$ cat src/rtl/if_fetch_unit_pkg.sv
// ---------------------------------------------------------------------------
// if_fetch_unit_pkg
// Shared settings for the instruction-fetch front end: the default data/address
// width, the depth of the fetch/decode decoupling buffer, the fetch FSM
// encodings and a helper that computes the buffer occupancy after a cycle.
// ---------------------------------------------------------------------------
package if_fetch_unit_pkg;

    localparam int WORD_WIDTH   = 32;
    localparam int BUFFER_DEPTH = 2;

    typedef enum logic [1:0] {
        IDLE     = 2'd0,
        WAIT_ACK = 2'd1,
        DISCARD  = 2'd2
    } fetch_state_t;

    // Occupancy of the buffer at the end of this cycle. A flush empties it
    // regardless of any push or pop arriving in the same cycle.
    function automatic logic [1:0] next_count(
        input logic [1:0] count,
        input logic       push,
        input logic       pop,
        input logic       flush
    );
        if (flush) begin
            return 2'd0;
        end
        return count + {1'b0, push} - {1'b0, pop};
    endfunction

endpackage

$ cat src/rtl/if_fetch_unit_fetch_buffer.sv
// ---------------------------------------------------------------------------
// fetch_buffer
// Two-entry synchronous FIFO sitting between fetch and decode.
// Ports:
//   clk, rst        rising-edge clock, synchronous active-high reset
//   push, push_data write an entry (ignored when full unless popping too)
//   pop             drop the head entry (ignored when empty)
//   flush           empty the FIFO; wins over push and pop
//   pop_data        head entry, forced to zero while empty
//   count           number of stored entries (0..2)
//   empty, full     occupancy flags decoded from count
// ---------------------------------------------------------------------------
module fetch_buffer #(
    parameter int DATA_WIDTH = 64
) (
    input  logic                  clk,
    input  logic                  rst,
    input  logic                  push,
    input  logic                  pop,
    input  logic                  flush,
    input  logic [DATA_WIDTH-1:0] push_data,
    output logic [DATA_WIDTH-1:0] pop_data,
    output logic [1:0]            count,
    output logic                  empty,
    output logic                  full
);
    import if_fetch_unit_pkg::*;

    logic [DATA_WIDTH-1:0] entries [BUFFER_DEPTH];
    logic                  rd_ptr;
    logic                  wr_ptr;
    logic                  do_push;
    logic                  do_pop;

    // Occupancy flags and the head word come straight from registers so the
    // consumer never sees a combinational path from the write side.
    assign empty    = (count == 2'd0);
    assign full     = (count == 2'd2);
    assign pop_data = empty ? '0 : entries[rd_ptr];

    // A push into a full buffer is only accepted when the head leaves in the
    // same cycle, which keeps ordering intact and makes overflow impossible.
    assign do_pop  = pop && !empty;
    assign do_push = push && (!full || do_pop);

    // Pointer and storage update. Flush simply rewinds both pointers; stale
    // contents are harmless because pop_data is masked while empty.
    always_ff @(posedge clk) begin
        if (rst) begin
            rd_ptr     <= 1'b0;
            wr_ptr     <= 1'b0;
            count      <= 2'd0;
            entries[0] <= '0;
            entries[1] <= '0;
        end else if (flush) begin
            rd_ptr <= 1'b0;
            wr_ptr <= 1'b0;
            count  <= 2'd0;
        end else begin
            if (do_push) begin
                entries[wr_ptr] <= push_data;
                wr_ptr          <= ~wr_ptr;
            end
            if (do_pop) begin
                rd_ptr <= ~rd_ptr;
            end
            count <= next_count(count, do_push, do_pop, 1'b0);
        end
    end

endmodule

$ cat src/rtl/if_fetch_unit.sv
// ---------------------------------------------------------------------------
// if_fetch_unit
// Instruction-fetch front end. Owns the fetch PC, issues one word read at a
// time over a req/ack handshake and buffers returned words with their PC+4
// for the IF/ID register.
// Ports:
//   clk, rst                  rising-edge clock, synchronous active-high reset
//   freeze                    decode stalled, head entry is held
//   branch_taken              redirect fetch this cycle (highest priority)
//   branch_address            redirect target, word aligned
//   mem_req, mem_addr         registered read request / address
//   mem_rdata, mem_ack        read data and completion strobe
//   pc, instruction, valid    head entry (PC+4, word); zero when empty
// ---------------------------------------------------------------------------
module if_fetch_unit #(
    parameter int                    WORD_WIDTH = if_fetch_unit_pkg::WORD_WIDTH,
    parameter logic [WORD_WIDTH-1:0] RESET_PC   = '0
) (
    input  logic                  clk,
    input  logic                  rst,
    input  logic                  freeze,
    input  logic                  branch_taken,
    input  logic [WORD_WIDTH-1:0] branch_address,
    output logic                  mem_req,
    output logic [WORD_WIDTH-1:0] mem_addr,
    input  logic [WORD_WIDTH-1:0] mem_rdata,
    input  logic                  mem_ack,
    output logic [WORD_WIDTH-1:0] pc,
    output logic [WORD_WIDTH-1:0] instruction,
    output logic                  valid
);
    import if_fetch_unit_pkg::*;

    fetch_state_t                state;
    logic [WORD_WIDTH-1:0]       fetch_pc;
    logic [WORD_WIDTH-1:0]       next_addr;
    logic [2*WORD_WIDTH-1:0]     head;
    logic [1:0]                  count;
    logic [1:0]                  count_next;
    logic                        empty;
    logic                        full;
    logic                        push;
    logic                        pop;

    // A redirect suppresses both the consume and the capture of this cycle;
    // the buffer is flushed instead. Data returned in DISCARD is never pushed.
    assign pop        = !empty && !freeze && !branch_taken;
    assign push       = (state == WAIT_ACK) && mem_ack && !branch_taken;
    assign next_addr  = mem_addr + WORD_WIDTH'(4);
    assign count_next = next_count(count, push, pop, branch_taken);

    fetch_buffer #(
        .DATA_WIDTH(2 * WORD_WIDTH)
    ) u_fetch_buffer (
        .clk      (clk),
        .rst      (rst),
        .push     (push),
        .pop      (pop),
        .flush    (branch_taken),
        .push_data({next_addr, mem_rdata}),
        .pop_data (head),
        .count    (count),
        .empty    (empty),
        .full     (full)
    );

    assign valid       = !empty;
    assign pc          = head[2*WORD_WIDTH-1:WORD_WIDTH];
    assign instruction = head[WORD_WIDTH-1:0];

    // Fetch FSM. At most one request is ever outstanding, and a new one is
    // only launched when the buffer will still have a free slot, so the
    // returning word always has somewhere to go. mem_req/mem_addr stay frozen
    // while a request waits for its ack, including after a redirect (DISCARD),
    // where the stale word is simply dropped when it finally arrives.
    always_ff @(posedge clk) begin
        if (rst) begin
            state    <= IDLE;
            fetch_pc <= RESET_PC;
            mem_req  <= 1'b0;
            mem_addr <= '0;
        end else begin
            case (state)
                IDLE: begin
                    if (branch_taken) begin
                        fetch_pc <= branch_address;
                    end else if (!full || pop) begin
                        state    <= WAIT_ACK;
                        mem_req  <= 1'b1;
                        mem_addr <= fetch_pc;
                    end
                end
                WAIT_ACK: begin
                    if (branch_taken) begin
                        fetch_pc <= branch_address;
                        if (mem_ack) begin
                            state   <= IDLE;
                            mem_req <= 1'b0;
                        end else begin
                            state <= DISCARD;
                        end
                    end else if (mem_ack) begin
                        fetch_pc <= next_addr;
                        if (count_next < 2'd2) begin
                            mem_addr <= next_addr;
                        end else begin
                            state   <= IDLE;
                            mem_req <= 1'b0;
                        end
                    end
                end
                DISCARD: begin
                    if (branch_taken) begin
                        fetch_pc <= branch_address;
                    end
                    if (mem_ack) begin
                        state   <= IDLE;
                        mem_req <= 1'b0;
                    end
                end
                default: begin
                    state   <= IDLE;
                    mem_req <= 1'b0;
                end
            endcase
        end
    end

endmodule

$ cat config.mk
export PLATFORM = sky130hd
export DESIGN_NAME = if_fetch_unit
export DESIGN_NICKNAME = d
export VERILOG_FILES = /design/src/rtl/if_fetch_unit_pkg.sv /design/src/rtl/if_fetch_unit_fetch_buffer.sv /design/src/rtl/if_fetch_unit.sv
export SDC_FILE = /design/constraint.sdc
export NUM_CORES = 1
export LEC_CHECK = 0
export ABC_AREA = 1
export CAP_MARGIN = 0
export CELL_PAD_IN_SITES_DETAIL_PLACEMENT = 1
export CELL_PAD_IN_SITES_GLOBAL_PLACEMENT = 1
export CORE_MARGIN = 8
export CORE_UTILIZATION = 42
export DETAILED_ROUTE_END_ITERATION = 7
export PLACE_DENSITY = 0.82
export REMOVE_ABC_BUFFERS = 1
export SLEW_MARGIN = 20
export SYNTH_ARGS = -nofsm -noshare
export SYNTH_HDL_FRONTEND = slang
export SYNTH_SLANG_ARGS = --single-unit
$ cat constraint.sdc
create_clock -name clk -period 11.7 [get_ports clk]
set_clock_uncertainty 0.2 [all_clocks]
set_input_delay 2.925 -clock clk [delete_from_list [all_inputs] [get_ports clk]]
set_output_delay 2.925 -clock clk [all_outputs]
set_load 0.02 [all_outputs]
# After elaboration in Yosys (flattened, before gate mapping)
# Memory sizes are Yosys's and may differ from the RTL's. A register that Yosys moved wholly into a read port is not among the register bits.
# Cells that the tools add are included.
# Widths: inputs -> output; s select.
word_totals:
  regBits: 71
  latchBits: 0
  mem_bits_rw: 128
  romBits: 0
  out_inout_bits: 98
  word_cells: 91
  mem_count: 1
op_classes:
  add_sub_neg: 5
  mul: 0
  div_mod_pow: 0
  magnitude_cmp: 1
  eq_ne: 12
  shift: 0
  n_mux: 40
  bitwise: 2
  n_reduce_logical: 23
memory_table:
  columns: ["memory", "words", "width", "read_ports", "rd_ports_with_merged_regs", "wr", "line", "source"]
  rows:
  - ["u_fetch_buffer.entries", 2, 64, 1, 1, 2, "if_fetch_unit_fetch_buffer.sv:29", "logic [DATA_WIDTH-1:0] entries [BUFFER_DEPTH];"]
op_table:
  columns: ["operator", "n"]
  rows:
  - ["$mux 32", 8]
  - ["$mux 64", 2]
  - ["$pmux 32 s2", 2]
  - ["$reduce_or 64->1", 1]
  - ["$add 32x3->32 const B", 1]
  - ["$mux 2", 9]
  - ["$mux 1", 17]
  - ["$ne 2x2->1 const B", 5]
  - ["$logic_and 1x1->1", 6]
  - ["$ne 3x3->1 const B", 2]
  - ["$pmux 2 s3", 1]
  - ["$reduce_and 6->1", 1]
  - ["$reduce_and 5->1", 1]
  - ["$add 2x1->2", 2]
  - ["$eq 2x2->1 const B", 2]
  - ["$logic_not 1->1", 4]
  - ["$logic_not 2->1", 2]
  - ["$ne 2x1->1 const B", 2]
  - ["$reduce_and 4->1", 1]
  - ["$reduce_bool 2->1", 2]
  - ["$reduce_or 2->1", 2]
  - ["$sub 2x1->2", 2]
  - ["$pmux 1 s3", 1]
  - ["$reduce_and 3->1", 1]
  - ["4 further kinds", 6]

# Depth between registers and ports, before layout
# Gate-level depths: netlist of the first run.
logic_depth:
  depth_word: 13
  depth_mapped: 13
  ltp_nobuf: 13

# Modules after synthesis
# From an unflattened synthesis of the first run, not the netlist that was laid out.
hier_totals:
  cells_unflattened: 1297
  hier_area_um2: 10010.9
modules_own_cells:
  columns: ["module", "n_inst", "cells_each", "area_each_um2", "seq_area_each_um2"]
  rows:
  - ["fetch_buffer", 1, 593, 5879.4, 3943.8]
  - ["if_fetch_unit", 1, 704, 4131.5, 1341.3]

# Worst setup path after synthesis of the first run
# OpenSTA, ideal clock, no wires.
synth_path:
  path_type: "in2reg"
  startpoint: "input mem_ack"
  endpoint: "memory u_fetch_buffer.entries[1][0], enable pin"
  setup_time_ns: 0.424
  arrival_ns: 5.174
  slack_ns: 5.903
  cell_stages: 8
  path_buffers: 2
  cell_sequence: "inv_1 nor3_1 nand2_1 nor2_1 nand2_1 buf_2 buf_2 nand2_1"
synth_lines:
  columns: ["element", "line", "source"]
  rows:
  - ["start, declared", "if_fetch_unit.sv:27", "input logic mem_ack,"]
  - ["end, declared", "if_fetch_unit_fetch_buffer.sv:29", null]

==> results by group, run 1 <==
Route
  – Pre-antenna DRT Iters: 4
  – Number of vias per cell: 5.21
  – Vias: 8709
  – DR WL/cell: 18.2 um
  – Total wire length: 30.3 mm
  – ANT nets after route: 0
  – 1st-iter DRT viols: 632
  – DRC: 0

CTS
  – Postcts setup bufs: 0
  – CTS tree: done
  – Clock Latency Late Sink: 0.44 ns
  – Cts hold-fix bufs: 0
  – Clk root buf: clkbuf_16
  – Clock Path Buffers: 2
  – Post-CTS Resized: 0
  – CTS buffer count: 17
  – Htree depth: 4
  – Clock-pin slew on the worst setup and hold paths: 0.08 ns
  – CTS Sinks: 200

Synthesis
  – Synth top cells by count: nand2_1, nor2_1, edfxtp_1
  – Area leader, netlist: edfxtp_1
  – Main synth FF type: edfxtp_1
  – Post-synthesis register bit count: 200
  – Synth Instances: 1246
  – Post-synthesis cell type count: 34
  – Synthesis warning total: 0
  – EDFF count, synth: 128
  – Yosys top cell area share: 39.5%
  – Syn_area_per_cell: 7.80 sq um
  – Async SR Flop Fraction: 0%
  – Most numerous cell in the Yosys netlist: nand2_1
  – Area contributors post-synth: edfxtp_1, dfxtp_1, nand2_1
  – Post-synthesis sequential area ratio: 54.4%
  – Post-Syn Area: 9720 sq um

Setup path
  – Reg2reg setup slack: 7.73 ns
  – Worst Setup EP: pc[9]
  – Cell Chain, Critical Path: buf_4 > inv_2 > buf_4 > nand2_1 > a21oi_1 > clkdlybuf4s50_1
  – CP startpoint kind: register
  – FF-to-FF path depth: 10
  – Top Family by Delay on Critical Path: buffers and inverters
  – Crit path DAT: 2.86 ns
  – Buffers and inverters on the worst path: 4
  – WS Path Type: register to output pin
  – Setup crit end kind: output pin
  – Data required time of the worst path: 8.58 ns
  – CP max FO: 65
  – Worst R2R End: u_fetch_buffer.entries[0][59]
  – CP peak stage delay: 0.68 ns
  – Most frequent CP cell: buf_4
  – Worst r2r src: u_fetch_buffer.count[1]
  – Logic depth of the worst path, buffers included: 6
  – Slowest stage cell on the critical path: clkdlybuf4s50_1

Placement
  – Placer congestion estimate: 0.883
  – Port bufs: 166
  – Worst slack at placement: 5.42 ns
  – Dpl hpwl: 19.9 mm

Timing
  – Final WS setup: 5.71 ns
  – Max-slew violations: 0
  – Fmax: 167 MHz
  – TNS Setup: 0 ns
  – RSZ-0062 raised after global routing: false
  – Final hold viol count: 0
  – Min Tclk post-route: 5.99 ns
  – Final Setup Violations: 0
  – Share of the clock period used by the worst path: 51.2%
  – Worst slew pin tran: 1.02 ns
  – Max-slew headroom: 32.3%

Power and ir drop
  – Internal power: 0.00117 W
  – Leakage: 4.68 nW
  – Psw: 0.000447 W
  – Switching share of power: 27.7%
  – Peak VDD IR: 83.4 uV
  – Power per Cell Area: 133 nW/um^2
  – Sequential share of power: 50.4%
  – Clk network pwr share: 36.8%
  – Gate power share: 12.8%

Finish
  – Fraction of layout cells with a size suffix above 1: 4.40%
  – # nets final: 1444
  – Register area: 5290 sq um
  – Footprint of the multi-input gates: 3770 sq um
  – Fill cells: 2742
  – Area grow syn2layout: 24.8%
  – ANT cells: 0

Global route
  – Largest net degree at the start of global routing: 66
  – Vias in the first global route: 9008
  – Overall global routing resource usage: 21.3%
  – First-pass GRT wire length: 47.8 mm
  – Grt ovf: 0
  – Antenna violations before repair: 0

Floorplan
  – I/O pin count: 167
  – Core area: 22700 sq um
  – Die width: 168 um
  – Die area: 28300 sq um
  – Starting Density: 42.8%
  – Site row count: 55
  – Chip height: 168 um

Status
  – Status: finished, final reports clean

Worst hold path
  – Worst Hold Class: register to register

Job
  – Max-cap viol count: 0
==> power groups by stage <==
stage,Clock (W),Sequential (W),Combinational [W]
detailed placement,0,0.000829,0.000206
floorplan,0,0.000833,0.0000994
finish,0.000595,0.000813,0.000207
global route,0.000626,0.000818,0.000227
global placement,0,0.000827,0.000200
CTS,0.000603,0.000813,0.000209
==> per-stage QoR <==
step           cell area, sq um  utilization (%)  instances  total power (W)  hold slack [ns]
2_1_floorplan              9420                -       1177         0.000933            0.239
3_3_place_gp              11600             50.9       1638          0.00103            0.251
3_5_place_dp              11600             50.9       1638          0.00103            0.260
4_1_cts                   12100             53.4       1670          0.00162            0.272
5_1_grt                   12100             53.4       1670          0.00167            0.291
6_report                  12100             53.4       1670          0.00161            0.271
==> worst reg2reg max path, cell delays in order (launching register included) <==
cell and delay [ns]:
dfxtp_1 0.40, nor2_4 0.41, buf_4 0.58, nor2_4 0.08
nand2_1 0.13, nand3_1 0.08, nand2_1 0.09, inv_1 0.08
nand3_2 0.06, buf_4 0.58, nand2_4 0.70
==> final cells by class <==
type | count | area share, %
Sequential cell | 200 | 43.6
Inverter | 107 | 3.31
Clock buffer | 18 | 3.54
Clock inverter | 14 | 1.26
Multi-Input combinational cell | 870 | 31.1
Tap cell | 285 | 2.94
Timing Repair Buffer | 176 | 14.3
==> state kept, by name, indices dropped and copies added, names as in the netlist, named ones only <==
signal,flops
fetch_pc,32
mem_addr,32
mem_req,1
state,2
u_fetch_buffer.count,2
u_fetch_buffer.entries,128
u_fetch_buffer.rd_ptr,1
u_fetch_buffer.wr_ptr,1
==> worst min path at each step <==
| stage | from | to | slack (ns) | cells after the start |
|---|---|---|---|---|
| global placement | fetch_pc[18] | fetch_pc[18] | 0.25 | 2 |
| global route | fetch_pc[24] | fetch_pc[24] | 0.29 | 2 |
| floorplan | fetch_pc[18] | fetch_pc[18] | 0.24 | 2 |
| finish | fetch_pc[24] | fetch_pc[24] | 0.27 | 2 |
| detailed placement | fetch_pc[26] | fetch_pc[26] | 0.26 | 2 |
| CTS | fetch_pc[26] | fetch_pc[26] | 0.27 | 2 |
==> cell usage in the layout, fill, tap and decap left out, types with 2 or more instances in the layout <==
| cell | count |
|---|---|
| a21oi_1 | 121 |
| a31oi_1 | 4 |
| buf_4 | 10 |
| clkbuf_16 | 17 |
| clkdlybuf4s50_1 | 166 |
| clkinv_1 | 2 |
| dfxtp_1 | 71 |
| edfxtp_1 | 128 |
| ha_1 | 3 |
| inv_1 | 101 |
| inv_2 | 5 |
| inv_6 | 6 |
| inv_8 | 3 |
| nand2_1 | 362 |
| nand2_2 | 2 |
| nand2_4 | 2 |
| nand3_1 | 37 |
| nand3_2 | 3 |
| nand4_1 | 4 |
| nor2_1 | 239 |
| nor2_2 | 3 |
| nor2_4 | 2 |
| nor3_1 | 11 |
| o211a_1 | 3 |
| o21ai_0 | 53 |
| xor2_1 | 11 |
==> metal layers <==
layer  track usage [%]  up-vias  wire length (um)
met5                 0        -                 0
met2              36.8      185             14800
li1                  -     4239                 -
met4              6.29        0               509
met3              3.74       32              1370
met1              26.7     4253             13600
==> cell families (layout without fill, tap and decap cells) <==
kind of cell	Yosys count	in the layout	share of synthesized area, %
simple gates	668	668	26.9
xor+xnor	12	12	1.08
compound gates	187	187	9.96
buf+inv	176	315	7.30
flops	200	200	54.4
fa+ha+maj	3	3	0.386
Note: power is estimated with default switching activity, not from simulation.
==> run 2: changes to the inputs <==
- CORE_UTILIZATION: 42 -> 39
- PLACE_DENSITY: 0.82 -> 0.77
- clock period: 11.7 -> 6.1 ns (I/O delays scaled with it)
==> run 2 against run 1 <==
  * Core utilization fell by 3.6 points
  * Setup slack got worse by 4.0 ns
  * Clock-buffer cell count fell by 1
  * Design area rose by 0.26%
  * Critical path type unchanged
  * Largest power group unchanged
==> results by group, run 2 (synthesized netlist as in run 1, its figures left out) <==
Status
  – Status: finished, final reports clean

Global route
  – Largest net degree at the start of global routing: 65 (-1.5%)
  – Vias in the first global route: 9021 (+0.14%)
  – Grt ovf: 0 (unchanged)
  – First-pass GRT wire length: 48.5 mm (+1.4%)
  – Overall global routing resource usage: 20.0% (-1.3 points)
  – Antenna violations before repair: 0 (unchanged)

Finish
  – ANT cells: 0 (unchanged)
  – Fill cells: 2971 (+8.4%)
  – Biggest register: u_fetch_buffer.entries
  – Most common cell after layout, fill and taps aside: nand2_1
  – Leading cell types in the layout, fill and taps excluded: nand2_1, nor2_1, clkdlybuf4s50_1, edfxtp_1, a21oi_1
  – # nets final: 1445 (+0.069%)
  – Max reg flops: 128 (unchanged)
  – Largest regs: u_fetch_buffer.entries x128, fetch_pc x32, mem_addr x32
  – Finished Cell Area: 12200 sq um (+0.26%)
  – Area grow syn2layout: 25.1%
  – Fraction of layout cells with a size suffix above 1: 4.55% (+0.14 points)

Route
  – Total wire length: 30.5 mm (+0.72%)
  – DR WL/cell: 17.9 um (-1.6%)
  – Number of vias per cell: 5.06 (-3.1%)
  – DRC: 0 (unchanged)
  – 1st-iter DRT viols: 514 (-19%)
  – Vias: 8639 (-0.80%)
  – Pre-antenna DRT Iters: 4 (unchanged)
  – ANT nets after route: 0 (unchanged)

Timing
  – Share of the clock period used by the worst path: 72.2%
  – Final Setup Violations: 0 (unchanged)
  – Fmax: 227 MHz
  – Max-slew headroom: 33.4% (+1.1 points)
  – RSZ-0062 raised after global routing: false
  – Min Tclk post-route: 4.40 ns
  – Final hold viol count: 0 (unchanged)
  – TNS Setup: 0 ns (unchanged)
  – Max-slew violations: 0 (unchanged)
  – Worst slew pin tran: 0.995 ns (-0.0203 ns)

Placement
  – DP Area: 11600 sq um (+0.49%)
  – Placer congestion estimate: 0.860 (-2.6%)
  – Port bufs: 166 (unchanged)
  – Dpl hpwl: 20.4 mm (+2.8%)

Worst hold path
  – Worst Hold Class: register to register

Setup path
  – WS Path Type: register to output pin
  – Top Family by Delay on Critical Path: buffers and inverters
  – Buffers and inverters on the worst path: 3 (-1)
  – Slowest stage cell on the critical path: clkdlybuf4s50_1
  – CP startpoint kind: register
  – Setup crit end kind: output pin
  – CP max FO: 38 (-42%)
  – Cell Chain, Critical Path: inv_2 > buf_4 > nand2_1 > a21oi_1 > clkdlybuf4s50_1
  – CP peak stage delay: 0.64 ns (-0.04 ns)
  – Crit path DAT: 2.68 ns (-0.18 ns)
  – Data required time of the worst path: 4.38 ns (-4.20 ns)

Floorplan
  – I/O pin count: 167 (unchanged)
  – Chip height: 174 um (+3.4%)
  – Site row count: 57 (+3.6%)
  – Die width: 174 um (+3.4%)
  – Core area: 24400 sq um (+7.4%)
  – Starting Density: 39.9% (-3.0 points)
  – Die area: 30200 sq um (+7.0%)

CTS
  – Postcts setup bufs: 0 (unchanged)
  – Clock-pin slew on the worst setup and hold paths: 0.08 ns (about the same)
  – Clk root buf: clkbuf_16
  – Clock Latency Late Sink: 0.43 ns (about the same)
  – Htree depth: 4 (unchanged)
  – Clock Path Buffers: 2 (unchanged)
  – Cts hold-fix bufs: 0 (unchanged)
  – CTS tree: done
  – CTS buffer count: 17 (unchanged)
  – Post-CTS Resized: 0 (unchanged)
  – CTS Sinks: 200 (unchanged)

Job
  – Max-cap viol count: 0 (unchanged)

Power and ir drop
  – Leakage: 4.67 nW (-0.31%)
  – Power per Cell Area: 251 nW/um^2 (+88%)
  – Peak VDD IR: 178 uV (+110%)
run 2: cell types whose count changed in the layout (fill, tap and decap cells not counted), sizes merged:
cell / before / now
clkbuf: 18 / 17
bufinv: 1 / 0
buf: 10 / 11
inv: 115 / 114
clkinvlp: 1 / 3
run 2: where the power goes:
| group | internal [W] | leakage [nW] | total, W | switching, W |
|---|---|---|---|---|
| sequential | 0.00151 | 1.92 | 0.00156 | 0.0000518 |
| combinational | 0.000147 | 2.49 | 0.000394 | 0.000247 |
| clock | 0.000539 | 0.264 | 0.00110 | 0.000556 |
run 2: final timing paths:
| kind | endpoint | slack (ns) | depth (start not counted) | from |
|---|---|---|---|---|
| worst min register to register | fetch_pc[28] | 0.27 | 2 | fetch_pc[28] |
| worst min-delay path | fetch_pc[28] | 0.27 | 2 | fetch_pc[28] |
| worst max-delay path | instruction[14] | 1.70 | 5 | register |
| worst max register to register | mem_addr[24] | 2.83 | 10 | u_fetch_buffer.count[1] |
run 2: per-stage QoR:
step                setup WS, ns  hold WS (ns)  total power, W  utilization [%]  std cells
finish                      1.70         0.268         0.00305             49.9       1709
CTS                         1.60         0.269         0.00307             49.9       1709
global placement            1.81         0.252         0.00197             47.6       1678
floorplan                  0.165         0.239         0.00179                -       1177
detailed placement          1.56         0.257         0.00199             47.6       1678
global route                1.50         0.291         0.00317             49.9       1709
run 2: worst register-to-register path, cell delays in order (launching register included):
cell	delay [ns]
dfxtp_1	0.39
nor2_4	0.68
nor2_4	0.07
nand2_1	0.15
o21ai_0	0.09
nand2_1	0.12
nand3_2	0.26
nand2_2	0.85
nand2_1	0.19
nand2_1	0.11
nor2_1	0.05
run 2: final cells by class:
cell class              count  area, sq um  share of cell area, %
flip-flops and latches    200         5290                   43.5
multi-input cells         870         3770                   31.0
repair buffers            177         1740                   14.3
clock buffers              17          425                   3.50
well taps                 324          405                   3.33
inverters                 107          402                   3.30
clock inverters            14          131                   1.08
run 2: layer usage:
metal	vias up	global-route usage [%]	routed length (um)	share of wire, %
met4	0	5.02	474	1.6
met5	-	0	0	0
met1	4228	24.9	14000	46
met3	24	3.66	1070	3.5
li1	4230	-	-	-
met2	157	35.1	15000	49
